$ cat config.mk
export PLATFORM = sky130hd
export DESIGN_NAME = pipeline_controller
export DESIGN_NICKNAME = d
export VERILOG_FILES = /design/src/rtl/pipeline_controller_pkg.sv /design/src/rtl/pipeline_controller_hazard_detector.sv /design/src/rtl/pipeline_controller.sv
export SDC_FILE = /design/constraint.sdc
export NUM_CORES = 1
export LEC_CHECK = 0
export BUFFER_PORTS_ARGS = -buffer_cell sky130_fd_sc_hd__buf_2
export CAP_MARGIN = 30
export CORE_MARGIN = 2
export CORE_UTILIZATION = 37
export DETAILED_ROUTE_END_ITERATION = 10
export PLACE_DENSITY = 0.82
export REMOVE_ABC_BUFFERS = 1
export SYNTH_ARGS = -nofsm -noshare
export SYNTH_HDL_FRONTEND = slang
export SYNTH_HIERARCHICAL = 1
export SYNTH_SLANG_ARGS = --single-unit
$ cat constraint.sdc
create_clock -name clk -period 1.7 [get_ports clk]
set_input_delay 0 -clock clk [delete_from_list [all_inputs] [get_ports clk]]
set_output_delay 0 -clock clk [all_outputs]
set_load 0.02 [all_outputs]
$ cat src/rtl/pipeline_controller_pkg.sv
// Shared definitions for the pipeline controller: operating-mode encodings,
// stage indices for the default five-stage depth, and the per-cycle
// classification used to decode the control outputs.
package pipeline_controller_pkg;

    // Operating mode latched while reset is held.
    typedef enum logic {
        MODE_SEQUENTIAL = 1'b0,
        MODE_PIPELINED  = 1'b1
    } mode_e;

    // Stage indices for the default depth (STAGES = 5).
    localparam int STAGE_IF  = 0;
    localparam int STAGE_ID  = 1;
    localparam int STAGE_EX  = 2;
    localparam int STAGE_MEM = 3;
    localparam int STAGE_WB  = 4;

    // What the controller is doing in the current cycle; exactly one applies.
    typedef enum logic [2:0] {
        CYC_RESET,   // reset_n low: clear every pipeline register
        CYC_HALT,    // frozen: no enable, no strobe
        CYC_SEQ,     // sequential mode, token drives the enables
        CYC_RUN,     // pipelined, no hazard and no branch
        CYC_STALL,   // pipelined, RAW hazard holds IF/ID and bubbles ID/EX
        CYC_FLUSH    // pipelined, taken branch squashes the younger stages
    } cycle_e;

endpackage

$ cat src/rtl/pipeline_controller_hazard_detector.sv
// RAW hazard detector: compares the two ID-stage sources against the
// destination registers of stages 2..STAGES-1. Register 0 never creates a
// hazard. The WB slot is included because the register file has no
// write-through.
module hazard_detector #(
    parameter int SLOTS      = 3,
    parameter int REG_ADDR_W = 5
) (
    input  logic [REG_ADDR_W-1:0]       rs1_addr,
    input  logic [REG_ADDR_W-1:0]       rs2_addr,
    input  logic                        rs1_used,
    input  logic                        rs2_used,
    input  logic [SLOTS*REG_ADDR_W-1:0] dst_addr,
    input  logic [SLOTS-1:0]            dst_wren,
    output logic                        hazard
);

    logic [REG_ADDR_W-1:0] slot;

    // OR together a match from every writing, non-zero destination slot.
    always_comb begin
        hazard = 1'b0;
        slot   = '0;
        for (int j = 0; j < SLOTS; j++) begin
            slot = dst_addr[j*REG_ADDR_W +: REG_ADDR_W];
            if (dst_wren[j] && (slot != '0) &&
                ((rs1_used && (slot == rs1_addr)) ||
                 (rs2_used && (slot == rs2_addr)))) begin
                hazard = 1'b1;
            end
        end
    end

endmodule

$ cat src/rtl/pipeline_controller.sv
// Stage sequencer for an N-stage in-order pipeline. Produces pipeline
// register enables/flushes and PC, RAM and register-file write strobes in
// either sequential (one instruction in flight) or pipelined mode with
// RAW stall and branch flush. All outputs are combinational from the token,
// the latched mode and the current inputs.
// Optional feature: define PIPELINE_PERF_COUNTERS_EN to build the cycle,
// stall and flush counters; otherwise those ports are tied to zero.
module pipeline_controller
    import pipeline_controller_pkg::*;
#(
    parameter int STAGES       = 5,
    parameter int MEM_STAGE    = 3,
    parameter int BRANCH_STAGE = 3,
    parameter int REG_ADDR_W   = 5
) (
    input  logic                               clk,
    input  logic                               reset_n,
    input  logic                               mode,
    input  logic                               halt,
    input  logic [REG_ADDR_W-1:0]              id_rs1_addr,
    input  logic [REG_ADDR_W-1:0]              id_rs2_addr,
    input  logic                               id_rs1_used,
    input  logic                               id_rs2_used,
    input  logic [(STAGES-2)*REG_ADDR_W-1:0]   dst_addr,
    input  logic [STAGES-3:0]                  dst_wren,
    input  logic                               branch_taken,
    output logic                               pc_wren,
    output logic                               pc_redirect,
    output logic [STAGES-2:0]                  pipe_wren,
    output logic [STAGES-2:0]                  pipe_flush_n,
    output logic                               ram_wren,
    output logic                               reg_wren,
    output logic [31:0]                        cycle_count,
    output logic [31:0]                        stall_count,
    output logic [31:0]                        flush_count
);

    localparam logic [STAGES-1:0] TOK_FIRST = {{(STAGES-1){1'b0}}, 1'b1};

    mode_e             mode_q;
    logic [STAGES-1:0] tok;
    logic [STAGES-1:0] tok_next;
    logic              hazard;
    cycle_e            kind;

    hazard_detector #(
        .SLOTS      (STAGES-2),
        .REG_ADDR_W (REG_ADDR_W)
    ) u_hazard_detector (
        .rs1_addr (id_rs1_addr),
        .rs2_addr (id_rs2_addr),
        .rs1_used (id_rs1_used),
        .rs2_used (id_rs2_used),
        .dst_addr (dst_addr),
        .dst_wren (dst_wren),
        .hazard   (hazard)
    );

    // Mode is sampled only while reset is held, so it cannot change mid-run.
    always_ff @(posedge clk) begin
        // NOTE: non-blocking assignment keeps every register updating from
        // pre-edge values, independent of block ordering.
        if (!reset_n) begin
            mode_q <= mode_e'(mode);
        end
    end

    // Classify the cycle; priority is reset, halt, mode, branch, hazard.
    always_comb begin
        kind = CYC_RUN;
        if (!reset_n) begin
            kind = CYC_RESET;
        end else if (halt) begin
            kind = CYC_HALT;
        end else if (mode_q == MODE_SEQUENTIAL) begin
            kind = CYC_SEQ;
        end else if (branch_taken) begin
            kind = CYC_FLUSH;
        end else if (hazard) begin
            kind = CYC_STALL;
        end
    end

    // Token rotates one stage per active sequential cycle, WB wraps to IF.
    always_comb begin
        tok_next = tok;
        if (kind == CYC_SEQ) begin
            tok_next = {tok[STAGES-2:0], tok[STAGES-1]};
        end
    end

    // Token register, restarted at IF by reset.
    always_ff @(posedge clk) begin
        if (!reset_n) begin
            tok <= TOK_FIRST;
        end else begin
            tok <= tok_next;
        end
    end

    // Decode the cycle class into enables, flushes and strobes.
    always_comb begin
        // NOTE: every output gets a default first so no path leaves one
        // unassigned, which would otherwise infer a latch.
        pc_wren      = 1'b0;
        pc_redirect  = 1'b0;
        pipe_wren    = '0;
        pipe_flush_n = '1;
        ram_wren     = 1'b0;
        reg_wren     = 1'b0;
        case (kind)
            CYC_RESET: begin
                pipe_flush_n = '0;
            end
            CYC_HALT: begin
            end
            CYC_SEQ: begin
                pipe_wren = tok[STAGES-2:0];
                ram_wren  = tok[MEM_STAGE];
                reg_wren  = tok[STAGES-1];
                pc_wren   = tok[STAGES-1];
            end
            CYC_STALL: begin
                pipe_wren       = '1;
                pipe_wren[0]    = 1'b0;
                pipe_flush_n[1] = 1'b0;
                ram_wren        = 1'b1;
                reg_wren        = 1'b1;
            end
            CYC_FLUSH: begin
                pc_wren     = 1'b1;
                pc_redirect = 1'b1;
                pipe_wren   = '1;
                ram_wren    = 1'b1;
                reg_wren    = 1'b1;
                for (int i = 0; i < BRANCH_STAGE; i++) begin
                    pipe_flush_n[i] = 1'b0;
                end
            end
            default: begin
                pc_wren   = 1'b1;
                pipe_wren = '1;
                ram_wren  = 1'b1;
                reg_wren  = 1'b1;
            end
        endcase
    end

`ifdef PIPELINE_PERF_COUNTERS_EN
    logic [31:0] cycle_q;
    logic [31:0] stall_q;
    logic [31:0] flush_q;

    // Free-running performance counters; halt freezes all but cycle_q.
    always_ff @(posedge clk) begin
        if (!reset_n) begin
            cycle_q <= '0;
            stall_q <= '0;
            flush_q <= '0;
        end else begin
            cycle_q <= cycle_q + 32'd1;
            if (kind == CYC_STALL) begin
                stall_q <= stall_q + 32'd1;
            end
            if (kind == CYC_FLUSH) begin
                flush_q <= flush_q + 32'd1;
            end
        end
    end

    assign cycle_count = cycle_q;
    assign stall_count = stall_q;
    assign flush_count = flush_q;
`else
    assign cycle_count = '0;
    assign stall_count = '0;
    assign flush_count = '0;
`endif

endmodule

; ---- Yosys cells after proc, flatten, opt, wreduce, memory -nomap -nowiden
; Cells that the tools add are included.
[word_totals]
memories = 0
in_bits = 35
romBits = 0
output_inout_bits = 108
latchBits = 0
ff_bits = 6
elab_cells = 51
ram_bits = 0
[classes]
n_reduce_logical = 23
n_eq_ne = 10
shifts = 0
n_addsub = 0
mul = 0
n_div = 0
order_cmp = 0
muxes = 16
bitwise = 0
[ops]
columns = op, n
row1 = 5-bit equality test, 6
row2 = 3-bit 2-to-1 mux, 5
row3 = 5-bit nonzero test, 3
row4 = 1-bit logical AND, 12
row5 = 4-bit one-hot mux with 3 select lines, 1
row6 = 1-bit 2-to-1 mux, 7
row7 = 3-bit equality test (second input constant), 2
row8 = 1-bit one-hot mux with 2 select lines, 3
row9 = 3-bit OR reduction, 2
row10 = 2-bit OR reduction, 2
row11 = 3-bit by 1-bit equality test with 1-bit output (second input constant), 1
row12 = 3-bit by 2-bit equality test with 1-bit output (second input constant), 1
row13 = 3-bit logical NOT, 1
row14 = 1-bit logical OR, 3

; ---- Logic depth before layout (Yosys ltp)
[logic_depth]
ltp_word = 15
depth_mapped = 7
mapped_depth_nobuf = 7

; ---- By module
; Netlist, hierarchy kept.
[modules_own_cells]
columns = module, area_per_inst_um2, cells_each, seq_area_each_um2, n_inst
row1 = pipeline_controller, 1063.5, 139, 130.1, 1
row2 = hazard_detector, 389.1, 52, 0.0, 1

; ---- Worst setup path before layout
; OpenSTA, ideal clock, no wires.
[synth_timing]
kind = input-to-output
from = in dst_addr[11]
to = out pc_wren
path_slack_ps = -55
path_buffers = 0
stages = 6
arrival_ps = 1755
cell_sequence = or4_1 o21ai_1 a21oi_1 or3_1 and3b_2 nor3_1
[synth_between]
elab_chain_cells = 13
[synth_lines]
columns = element, line
row1 = "start, declared", pipeline_controller.sv:24  ; input logic [(STAGES-2)*REG_ADDR_W-1:0] dst_addr,
row2 = 5-bit equality test (on tied branches), "pipeline_controller_hazard_detector.sv:27, pipeline_controller_hazard_detector.sv:28"
row3 = 1-bit logical AND (on tied branches), "pipeline_controller_hazard_detector.sv:27, pipeline_controller_hazard_detector.sv:28"
row4 = 1-bit logical OR, pipeline_controller_hazard_detector.sv:27  ; ((rs1_used && (slot == rs1_addr)) ||
row5 = 1-bit logical AND *, pipeline_controller_hazard_detector.sv:26  ; if (dst_wren[j] && (slot != '0) &&
row6 = 1-bit 2-to-1 mux *, pipeline_controller_hazard_detector.sv:26
row7 = net hazard, pipeline_controller.sv:43  ; logic hazard;
row8 = 3-bit 2-to-1 mux *, pipeline_controller.sv:79  ; end else if (hazard) begin
row9 = 3-bit 2-to-1 mux *, pipeline_controller.sv:77  ; end else if (branch_taken) begin
row10 = 3-bit 2-to-1 mux *, pipeline_controller.sv:75  ; end else if (mode_q == MODE_SEQUENTIAL) begin
row11 = 3-bit 2-to-1 mux *, pipeline_controller.sv:73  ; end else if (halt) begin
row12 = 3-bit 2-to-1 mux *, pipeline_controller.sv:71  ; if (!reset_n) begin
row13 = "3-bit equality test, or another cell as far along", pipeline_controller.sv:111  ; case (kind)
row14 = 3-bit OR reduction (no line), --
row15 = 1-bit one-hot mux with 2 select lines *, pipeline_controller.sv:111
row16 = "end, declared", pipeline_controller.sv:27  ; output logic pc_wren,
; The timed path passes the listed nets; every way through them passes the cells marked *.

; ---- Final worst setup path
[layout_timing]
from = in dst_addr[9]
to = out pipe_flush_n[1]
[layout_between]
elab_chain_cells = 14
[layout_lines]
columns = element, line
row1 = 5-bit equality test (on tied branches), "pipeline_controller_hazard_detector.sv:27, pipeline_controller_hazard_detector.sv:28"
row2 = 1-bit logical AND (on tied branches), "pipeline_controller_hazard_detector.sv:27, pipeline_controller_hazard_detector.sv:28"
row3 = 1-bit logical OR, pipeline_controller_hazard_detector.sv:27
row4 = 1-bit logical AND *, pipeline_controller_hazard_detector.sv:26
row5 = 1-bit 2-to-1 mux * (2 in a row), pipeline_controller_hazard_detector.sv:26
row6 = net hazard, pipeline_controller.sv:43
row7 = 3-bit 2-to-1 mux *, pipeline_controller.sv:79
row8 = 3-bit 2-to-1 mux *, pipeline_controller.sv:77
row9 = 3-bit 2-to-1 mux *, pipeline_controller.sv:75
row10 = 3-bit 2-to-1 mux *, pipeline_controller.sv:73
row11 = 3-bit 2-to-1 mux *, pipeline_controller.sv:71
row12 = 3-bit equality test / 3-bit logical NOT (equally long branches), pipeline_controller.sv:111
row13 = 3-bit OR reduction (no line) *, --
row14 = 1-bit 2-to-1 mux *, pipeline_controller.sv:111
row15 = "end, declared", pipeline_controller.sv:30  ; output logic [STAGES-2:0] pipe_flush_n,
; Marked as above.

==> results.sh <==
export IMPL_clock_sinks=6
export IMPL_failing_checks="negative setup slack"
export IMPL_setup_worst_path_start_class="input pin"
export IMPL_final_setup_worst_slack_ns=-0.00754
export IMPL_final_core_utilization_pct=41.7
export IMPL_cts_buffers_inserted=3
export IMPL_finish_net_count=285
export IMPL_total_leakage_power_nw=0.866
export IMPL_endpoint_kind="output port"
export IMPL_critical_path_required_ns=1.70
export IMPL_timing_clock_skew_ns=0.00215
export IMPL_hpwlAfterDp_um=2270
export IMPL_routed_via_density=3.73
export IMPL_routabilityCongestion=0.799
export IMPL_irDropWorstVdd_mv=0.162
export IMPL_ys_seq_area_share_pct=8.96
export IMPL_switching_share_of_total_power_pct=47.1
export IMPL_combinationalPowerShare_pct=52.4
export IMPL_drtAntennaViolNets=0
export IMPL_overflow=0
export IMPL_clock_path_buffers=2
export IMPL_min_delay_path_class="in -> reg"
export IMPL_max_freq_ghz=0.586
export IMPL_post_synth_instance_area_um2=1450
export IMPL_grt_pass1_wl_um=3680
export IMPL_vias_in_the_first_global_route=868
export IMPL_die_outline_height_um=66.7
export IMPL_status="finished, violations left"
export IMPL_fp_row_count=22
export IMPL_cts_tree="yes"
export IMPL_cell_internal_pwr_mw=0.435
export IMPL_numPortBuffers=46
export IMPL_clkSlewWorstSetupHoldPaths_ns=0.04
export IMPL_floorplan_core_area_um2=3720
export IMPL_cp_data_arrival_time_ns=1.71
export IMPL_max_stage_delay_ns=0.52
export IMPL_start_util_pct=39.1
export IMPL_clock_tree_htree_level_count=1
export IMPL_syn_avg_cell_area_um2=7.61
export IMPL_tmin_final_ns=1.71
export IMPL_share_clk_of_total_power_pct=28.1
export IMPL_final_wirelength_um=2540
export IMPL_design_die_area_um2=4440
export IMPL_timing_final_crit_share_pct=100
export IMPL_finalHoldWorstSlack_ns=0.104
export IMPL_drcViolationCount=0
export IMPL_setup_violations=1
export IMPL_antenna_found_initial=0
export IMPL_synthDistinctLibCells=29
export IMPL_n_antenna_cell=0
export IMPL_final_hold_violation_count=0
export IMPL_postSynthRegisterBits=6
export IMPL_footprint_of_the_multi_input_gates_um2=956
export IMPL_timing_critical_path_fanout_max=2
export IMPL_yosysWarningCount=6
export IMPL_crit_path_top_delay_cell="or4_4"
export IMPL_seq_power_share_pct=19.5
export IMPL_vias=1108
export IMPL_timing_final_max_slew_violations=0
export IMPL_routedWlPerCell_um=8.55
export IMPL_rsz0062_at_grt="yes"
export IMPL_grt_start_max_net_pins=12
export IMPL_count_of_boundary_i_o_pins=143
export IMPL_drt_pass_1_iters=4
export IMPL_crit_buf_inv=2
export IMPL_cell_breakdown_of_the_critical_path="buf_6, or4_4, o21ai_2, a21oi_1, or3_4, or2_4, a31oi_1, buf_4"
export IMPL_fill_cells=407
export IMPL_die_width_um=66.7
export IMPL_clockRootBuffer="clkbuf_8"
export IMPL_most_frequent_standard_cell_in_the_layout_excluding_fill_and_tap_cells="conb_1"
export IMPL_power_density_nw_per_um2=531
export IMPL_seq_area_um2=130
export IMPL_gr_usage_all_layers_pct=10.8
export IMPL_final_layout_size_suffix_gt1_share_pct=28.9
export IMPL_power_switching_mw=0.387
export IMPL_drtIter0Drc=18
export IMPL_critical_path_class="in -> out"
export IMPL_netlist_instances=191
export IMPL_clock_latency_ns=0.23
export IMPL_highest_count_cells_in_the_layout_ignoring_fill_and_taps="96 x conb_1, 41 x buf_2, 24 x xor2_1, 15 x buf_4, 10 x nor2_1"
export IMPL_growth_of_design_area_from_synthesis_to_finish_pct=6.63
export IMPL_cap_viol_max_count=0
export IMPL_cpLargestDelayFamily="simple AND/OR/NAND/NOR gates"
-- path summary, 6_finish.rpt --
path                    start              end  slack [ns]  cells after the start
setup reg to reg       mode_q           tok[1]        0.55                      2
setup / recovery  dst_addr[9]  pipe_flush_n[1]      -0.008                      8
hold reg to reg        tok[4]           tok[4]        0.48                      2
hold / removal        reset_n           tok[4]        0.10                      3
-- cells by family (layout without fill, tap and decap cells) --
| kind of cell | after synthesis | after routing | share of synthesized area (%) |
|---|---|---|---|
| compound gates | 10 | 10 | 4.05 |
| mux | 4 | 4 | 2.76 |
| xor+xnor | 30 | 30 | 18.1 |
| flops | 6 | 6 | 8.96 |
| simple gates | 38 | 38 | 13.9 |
| buf+inv | 102 | 65 | 52.0 |
| other cells | 1 | 96 | 0.258 |
-- state kept, by name, summed over array words and instances, names as in the netlist --
signal / cells
mode_q: 1
tok: 5
-- per-layer routing --
| metal | track usage [%] | vias to the layer above | wire (um) |
|---|---|---|---|
| li1 | - | 541 | - |
| met1 | 11.4 | 486 | 877 |
| met2 | 20.8 | 77 | 1350 |
| met5 | 0 | - | 0 |
| met4 | 4.59 | 0 | 44 |
| met3 | 2.03 | 4 | 264 |
-- synth_stat cells --
library cell | n | area, um^2
xor2_1 | 24 | 210
nor4_1 | 6 | 37.5
xnor2_1 | 6 | 52.6
dfxtp_1 | 5 | 100
edfxtp_1 | 1 | 30.0
clkbuf_1 | 1 | 3.75
nand2_1 | 5 | 18.8
buf_6 | 1 | 11.3
a21oi_1 | 3 | 15.0
o21ai_1 | 2 | 10.0
a31oi_1 | 2 | 12.5
conb_1 | 1 | 3.75
or4_1 | 3 | 22.5
or2_2 | 1 | 6.26
buf_4 | 97 | 728
nor2_2 | 1 | 6.26
nor3_1 | 2 | 10.0
and3b_2 | 1 | 10.0
nand2b_1 | 1 | 6.26
a211o_1 | 1 | 8.76
nand3_1 | 6 | 30.0
o21ai_0 | 1 | 5.00
or3_1 | 1 | 6.26
and4_2 | 1 | 10.0
nor2_1 | 10 | 37.5
buf_2 | 1 | 5.00
o21a_1 | 1 | 7.51
inv_1 | 2 | 7.51
mux2i_1 | 4 | 40.0
-- power groups by stage --
| stage | clock network [mW] | logic (mW) | registers (mW) |
|---|---|---|---|
| 4_1_cts | 0.234 | 0.423 | 0.161 |
| 2_1_floorplan | 0 | 0.290 | 0.161 |
| 5_1_grt | 0.247 | 0.471 | 0.162 |
| 3_5_place_dp | 0 | 0.411 | 0.163 |
| 6_report | 0.231 | 0.431 | 0.161 |
| 3_3_place_gp | 0 | 0.406 | 0.163 |
-- tightest hold or removal path, cell delays in order --
cell and delay (ns):
buf_2 0.15, nand2_1 0.08, mux2i_1 0.05
-- timing repair --
item	CTS	global route
setup endpoints to repair	3	3
endpoints found under the hold margin	1	0
buffers inserted	0	0
hold buffers	1	0
gates resized for setup	9	5
pin swaps	7	1
-- final cells by class --
cell class / count / area share, %
inverter: 2 / 0.485
tap: 48 / 3.88
sequential: 6 / 8.40
clock buffer: 4 / 2.91
multi-input combinational: 178 / 61.7
timing repair buffer: 59 / 22.6
-- stage by stage --
step,cells,area (um^2),power (mW),worst slack [ns],setup TNS (ns)
2_1_floorplan,186,1060,0.451,-0.0554,-0.131
3_3_place_gp,292,1440,0.568,-0.150,-0.395
3_5_place_dp,292,1440,0.574,-0.171,-0.459
4_1_cts,297,1530,0.817,-0.0451,-0.109
5_1_grt,297,1550,0.881,-0.0599,-0.155
6_report,297,1550,0.822,-0.00754,-0.00754
No activity file was read; power rests on OpenSTA's default activity.
